### src/rtl/maq_pkg.sv
// Shared types and helpers for the BCD clock-chain counters.
// Provides the BCD digit type, standard moduli and BCD-to-binary.
package maq_pkg;

  typedef logic [3:0] bcd_t;

  localparam bcd_t BCD_MAX = 4'd9;

  localparam int SEC_MOD    = 60;
  localparam int MIN_MOD    = 60;
  localparam int HOUR24_MOD = 24;
  localparam int HOUR12_MOD = 12;

  // 10*msd + lsd in 7 bits; 9*10+15 = 105 still fits.
  function automatic logic [6:0] bcd_to_bin(bcd_t msd, bcd_t lsd);
    logic [6:0] m7;
    logic [6:0] l7;
    m7 = {3'b000, msd};
    l7 = {3'b000, lsd};
    return (m7 * 7'd10) + l7;
  endfunction

endpackage

### src/rtl/bcd_digit_updn.sv
// One BCD digit register with set / clear / increment / decrement.
// Ports: clk, rst_n, set+set_val, clr, inc, dec (one-hot), q.
module bcd_digit_updn
  import maq_pkg::*;
#(
  parameter int           W       = 4,
  parameter logic [W-1:0] RST_VAL = '0
) (
  input  logic         clk,
  input  logic         rst_n,
  input  logic         set,
  input  logic [W-1:0] set_val,
  input  logic         clr,
  input  logic         inc,
  input  logic         dec,
  output logic [W-1:0] q
);

  logic [W-1:0] q_q;
  logic [W-1:0] q_d;

  always_comb begin
    q_d = q_q;
    unique case (1'b1)
      set:     q_d = set_val;
      clr:     q_d = '0;
      inc:     q_d = q_q + W'(1);
      dec:     q_d = q_q - W'(1);
      default: q_d = q_q;
    endcase
  end

  always_ff @(posedge clk or negedge rst_n) begin
    if (!rst_n) q_q <= RST_VAL;
    else        q_q <= q_d;
  end

  assign q = q_q;

endmodule

### src/rtl/maq_bcd_mod.sv
// Two-digit BCD modulo counter stage, up/down, loadable, chainable.
// Ports: step in (enable/incremento/down), load in, digits/tc/carry/load_err out.
module maq_bcd_mod
  import maq_pkg::*;
#(
  parameter int MODULUS     = 60,
  parameter int RESET_VALUE = 59,
  parameter int MSD_W       = 3
) (
  input  logic             maqb_clock,
  input  logic             maqb_reset,
  input  logic             maqb_enable,
  input  logic             maqb_incremento,
  input  logic             maqb_down,
  input  logic             maqb_load,
  input  logic [3:0]       maqb_load_Lsd,
  input  logic [MSD_W-1:0] maqb_load_Msd,
  output logic [3:0]       maqb_Lsd,
  output logic [MSD_W-1:0] maqb_Msd,
  output logic             maqb_tc,
  output logic             maqb_carry,
  output logic             maqb_load_err
);

  if (MODULUS < 2 || MODULUS > 100) begin : g_bad_mod
    $error("maq_bcd_mod: MODULUS must be 2..100");
  end
  if (RESET_VALUE < 0 || RESET_VALUE >= MODULUS) begin : g_bad_rst
    $error("maq_bcd_mod: RESET_VALUE must be < MODULUS");
  end
  if (MSD_W < 1 || MSD_W > 4
      || ((MODULUS - 1) / 10) >= (1 << MSD_W)) begin : g_bad_w
    $error("maq_bcd_mod: MSD_W too narrow or wider than a BCD digit");
  end

  localparam logic [6:0]       MAX_V = 7'(MODULUS - 1);
  localparam bcd_t             MAX_L = 4'((MODULUS - 1) % 10);
  localparam logic [MSD_W-1:0] MAX_M = MSD_W'((MODULUS - 1) / 10);
  localparam bcd_t             RST_L = 4'(RESET_VALUE % 10);
  localparam logic [MSD_W-1:0] RST_M = MSD_W'(RESET_VALUE / 10);

  logic [3:0]       lsd;
  logic [MSD_W-1:0] msd;
  logic [6:0]       val;
  logic [6:0]       ld_val;
  logic             step;
  logic             at_zero;
  logic             at_max;
  logic             load_ok;

  logic             l_set, l_clr, l_inc, l_dec;
  logic             m_set, m_clr, m_inc, m_dec;
  bcd_t             l_set_val;
  logic [MSD_W-1:0] m_set_val;

  logic             load_err_q;
  logic             load_err_d;

  assign val     = bcd_to_bin(4'(msd), lsd);
  assign ld_val  = bcd_to_bin(4'(maqb_load_Msd), maqb_load_Lsd);
  assign at_zero = (val == 7'd0);
  assign at_max  = (val == MAX_V);
  assign step    = maqb_enable & maqb_incremento & ~maqb_load;

  assign load_ok = (maqb_load_Lsd <= BCD_MAX)
                 & (4'(maqb_load_Msd) <= BCD_MAX)
                 & (ld_val <= MAX_V);

  assign maqb_tc    = maqb_down ? at_zero : at_max;
  assign maqb_carry = step & maqb_tc;

  // Wrap is decided on the full value; digit rollover only inside range.
  always_comb begin
    l_set     = 1'b0;
    l_clr     = 1'b0;
    l_inc     = 1'b0;
    l_dec     = 1'b0;
    m_set     = 1'b0;
    m_clr     = 1'b0;
    m_inc     = 1'b0;
    m_dec     = 1'b0;
    l_set_val = BCD_MAX;
    m_set_val = MAX_M;
    if (maqb_load) begin
      l_set     = load_ok;
      m_set     = load_ok;
      l_set_val = maqb_load_Lsd;
      m_set_val = maqb_load_Msd;
    end else if (step && !maqb_down) begin
      if (at_max) begin
        l_clr = 1'b1;
        m_clr = 1'b1;
      end else if (lsd == BCD_MAX) begin
        l_clr = 1'b1;
        m_inc = 1'b1;
      end else begin
        l_inc = 1'b1;
      end
    end else if (step) begin
      if (at_zero) begin
        l_set     = 1'b1;
        m_set     = 1'b1;
        l_set_val = MAX_L;
      end else if (lsd == 4'd0) begin
        l_set = 1'b1;
        m_dec = 1'b1;
      end else begin
        l_dec = 1'b1;
      end
    end
  end

  assign load_err_d = maqb_load & ~load_ok;

  always_ff @(posedge maqb_clock or negedge maqb_reset) begin
    if (!maqb_reset) load_err_q <= 1'b0;
    else             load_err_q <= load_err_d;
  end

  bcd_digit_updn #(
    .W       (4),
    .RST_VAL (RST_L)
  ) u_lsd (
    .clk     (maqb_clock),
    .rst_n   (maqb_reset),
    .set     (l_set),
    .set_val (l_set_val),
    .clr     (l_clr),
    .inc     (l_inc),
    .dec     (l_dec),
    .q       (lsd)
  );

  bcd_digit_updn #(
    .W       (MSD_W),
    .RST_VAL (RST_M)
  ) u_msd (
    .clk     (maqb_clock),
    .rst_n   (maqb_reset),
    .set     (m_set),
    .set_val (m_set_val),
    .clr     (m_clr),
    .inc     (m_inc),
    .dec     (m_dec),
    .q       (msd)
  );

  assign maqb_Lsd      = lsd;
  assign maqb_Msd      = msd;
  assign maqb_load_err = load_err_q;

endmodule

### config.mk
export PLATFORM = sky130hd
export DESIGN_NAME = maq_bcd_mod
export DESIGN_NICKNAME = d
export VERILOG_FILES = /design/src/rtl/maq_pkg.sv /design/src/rtl/bcd_digit_updn.sv /design/src/rtl/maq_bcd_mod.sv
export SDC_FILE = /design/constraint.sdc
export NUM_CORES = 1
export LEC_CHECK = 0
export CAP_MARGIN = 20
export CORE_MARGIN = 2
export CORE_UTILIZATION = 51
export DETAILED_ROUTE_END_ITERATION = 8
export GPL_TIMING_DRIVEN = 0
export PLACE_DENSITY_LB_ADDON = 0.2
export SYNTH_ARGS = -nofsm -noshare
export SYNTH_HDL_FRONTEND = slang
export SYNTH_SLANG_ARGS = --single-unit
### constraint.sdc
create_clock -name maqb_clock -period 10.92 [get_ports maqb_clock]
set_clock_uncertainty 0.05 [all_clocks]
set_input_delay 1.638 -clock maqb_clock [delete_from_list [all_inputs] [get_ports maqb_clock]]
set_output_delay 1.638 -clock maqb_clock [all_outputs]
set_load 0.005 [all_outputs]
==> metrics.md <==
| Metric | Value |
|---|---|
| RD Place Congestion | `0.892` |
| # clock sinks | `8` |
| Reg-to-Reg Start | `u_msd.q[0]` |
| Clock transition at the registers of the reported paths | `approximately 0.05 ns` |
| Synth cell types | `43` |
| Critical path class | `in2out` |
| Post-synthesis compound-gate area fraction | `roughly 24%` |
| Synth Instances | `121` |
| Tot GR Track Use | `between 20% and 30%` |
| Register area share after synthesis | `roughly a fifth` |
| RSZ-0062 raised after global routing | `no` |
| Final antenna-violating net count | `0` |
| Final #Nets | `~180` |
| Core area | `roughly 2000 µm²` |
| # diodes | `0` |
| Hold_sp | `u_msd.q[0]` |
| Final Slew Violations | `0` |
| Via count | `between 1000 and 1500` |
| Worst-Skew Late Latency | `between 0.2 and 0.3 ns` |
| CP max FO | `7` |
| Final setup viols | `0` |
| DRC violations left | `0` |
| Fill count | `approximately 170` |
| CP Launch Type | `primary input` |
| Yosys top cell by area | `ha_1` |
| Actual slew at the worst max-slew pin | `0.995 ns` |
| Cell Area, Synth | `around 1100 µm²` |
| Register area | `just over 200 µm²` |
| Crit path time final | `between 5 and 6 ns` |
| VDD IR max | `roughly 0.11 mV` |
| Drt pass-1 iters | `4` |
| Final hold slack | `between 0.5 and 0.6 ns` |
| Ports | `23` |
| Max-slew headroom | `roughly 33%` |
| Crit. Startpoint | `maqb_load` |
| First-pass GRT wire length | `~4300 µm` |
| CTS resizes | `0` |
| XOR/XNOR share of the synthesized area | `4.79%` |
| Outcome | `finished, final reports clean` |
| Flops & latches, synth | `8` |
| Post-DP HPWL | `a little over 2000 µm` |
| Sequential power share | `between 20% and 30%` |
| Largest net degree at the start of global routing | `10` |
| I/O Buffers | `22` |
| Cell Int Power | `about 140 µW` |
| Combinational cell fraction of total power | `65.4%` |
| H-Tree Depth | `1` |
| DR WL/cell | `14.7 µm` |
| Simple-Gate Fraction of Synth Area | `22.1%` |
| Largest family of logic cells by synthesized area | `compound AO/OA/AOI/OAI gates` |
| Hold WC Path Type | `reg2reg` |
| Hold Buf Count CTS | `0` |
| Overall die width | `between 50 and 60 µm` |
| Gr ovfl total | `0` |
| Psw | `around 110 µW` |
| TNS Setup | `0 ns` |
| Main synth FF type | `dfstp_2` |
| Routed Wire Length | `roughly 2500 µm` |
| Post-synthesis mux area share | `between 3 and 4%` |
| Initial antenna violation count | `0` |
| Syn_area_per_cell | `roughly 9.1 µm²` |
| Fin crit share | `a little under half` |
| Sw frac | `approximately 44%` |
| Area growth syn-to-layout | `25.2%` |
| Power per Cell Area | `roughly 180 nW/µm²` |
| Fin. Hold Viols | `0` |
| Async SR Flop Fraction | `100%` |
| Post-Layout Cell Count | `~170` |
| Adder-Cell Fraction of Synth Area | `23.3%` |
| Leakage | `about 0.64 nW` |
| Vias per std cell | `between 5 and 6` |
| Worst EP required | `between 9 and 10 ns` |
| CTS buffer count | `3` |
| Post-synth top area share | `16.0%` |
| Ys Warns | `0` |
| Pwr Total | `249 µW` |
| Post-synth EDFFs | `0` |
| Achievable Freq | `195 MHz` |
| Chip Height | `about 50 µm` |
| Setup bufs post-CTS | `0` |
| Share of layout cells above drive strength 1 | `11.6%` |
| Worst EP arrival | `3.44 ns` |
| Vias in the first global route | `approximately 1000` |
| Clk pwr share | `under 10%` |
| Worst Setup End Kind | `output pin` |
| Top post-synthesis cells by area | `ha_1, dfstp_2, dfrtp_1` |
| Clock root cell | `clkbuf_4` |
| Placed insts | `170` |
| Area of the multi-input gates | `between 800 and 900 µm²` |
| Area of the die | `approximately 2500 µm²` |
| Max_cap viols | `0` |
| Initial core utilization | `between 50% and 60%` |
| Count of standard-cell rows | `16` |
| Final core utilization | `between 60% and 70%` |
| Clk buf depth | `2` |
| Initial drt markers | `12` |
| CTS tree | `built` |
| Syn Nets | `152` |
==> state kept, by name, indices dropped and copies added, names as in the netlist <==
name           cells
u_msd.q            3
maqb_load_err      1
u_lsd.q            4
==> cells in the mapped netlist, types with 2 or more instances <==
library cell and count:
a21oi_1 7, a21o_1 3, nand3_1 6, nor4_1 3, dfrtp_1 4, nand2_1 5, mux2i_1 4, and3_1 4
o211ai_1 2, inv_1 9, o22ai_1 3, fa_1 4, o21ai_0 6, ha_1 14, nor3_1 4, xor2_1 5
nor4b_1 2, o21a_1 2, nor2_1 7, dfstp_2 4
==> kinds of logic (layout without fill, tap and decap cells) <==
| kind of cell | after synthesis | in the layout |
|---|---|---|
| AOI/OAI and AO/OA | 34 | 34 |
| buffers and inverters | 10 | 35 |
| adders and majority gates | 18 | 18 |
| xor gates and xnor gates | 6 | 6 |
| DFF | 8 | 8 |
| and+or+nand+nor | 41 | 41 |
| muxes | 4 | 4 |
==> power by group through the flow <==
stage / combinational [mW] / sequential [mW] / clock, mW
2_1_floorplan: 0.114 / 0.0588 / 0
6_report: 0.163 / 0.0626 / 0.0234
3_3_place_gp: 0.155 / 0.0630 / 0
4_1_cts: 0.163 / 0.0624 / 0.0234
5_1_grt: 0.181 / 0.0655 / 0.0253
3_5_place_dp: 0.162 / 0.0628 / 0
==> worst paths after layout <==
path                               to  slack [ns]  cells after the start
max                        maqb_carry        5.79                      6
min in group asynchronous  u_lsd.q[2]        1.61                      1
max in group asynchronous  u_msd.q[0]        8.89                      1
min reg2reg                u_msd.q[0]        0.51                      1
max reg2reg                u_lsd.q[3]        6.79                     15
min                        u_msd.q[0]        0.51                      1
==> stage by stage <==
step           cell area (µm²)  worst slack, ns
2_1_floorplan             1100             6.73
3_3_place_gp              1350             5.81
6_report                  1370             5.79
5_1_grt                   1370             5.66
4_1_cts                   1370             5.78
3_5_place_dp              1350             5.79
==> critical path: stages <==
cell and delay (ns):
clkdlybuf4s50_1 0.54, inv_1 0.20, and3_1 0.17, clkbuf_1 0.24, and2_1 0.17, clkdlybuf4s50_1 0.49
==> cell usage in the layout (no fill, tap or decap), drive strengths merged, types with 2 or more instances in the layout <==
master / netlist / routed
dfrtp: 4 / 4
nor4b: 2 / 2
clkbuf: 1 / 4
nand2: 5 / 5
xor2: 5 / 5
dfstp: 4 / 4
nand3: 6 / 6
clkdlybuf4s50: 0 / 22
o21ai: 6 / 6
o21a: 2 / 2
nor3: 4 / 4
nor2b: 2 / 2
ha: 14 / 14
and3: 4 / 4
inv: 9 / 9
o211ai: 2 / 2
and3b: 2 / 2
a21o: 4 / 4
nor4: 3 / 3
mux2i: 4 / 4
and2: 2 / 2
nor2: 7 / 7
a21oi: 7 / 7
fa: 4 / 4
o22ai: 3 / 3
==> per-layer routing <==
metal	GRT usage, %	vias up	part of all wire (%)
met4	6.76	0	0.55
met3	2.08	2	3.0
li1	-	508	-
met2	40.1	19	52
met1	27.1	486	44
met5	0	-	0
==> final cells by class <==
cell class	instances	area share [%]
Sequential cell	8	14.9
Tap cell	27	2.46
Buffer	1	0.273
Timing Repair Buffer	22	16.0
Multi-Input combinational cell	103	62.2
Inverter	9	2.46
Clock buffer	3	1.64
Note: power is estimated with default switching activity, not from simulation.
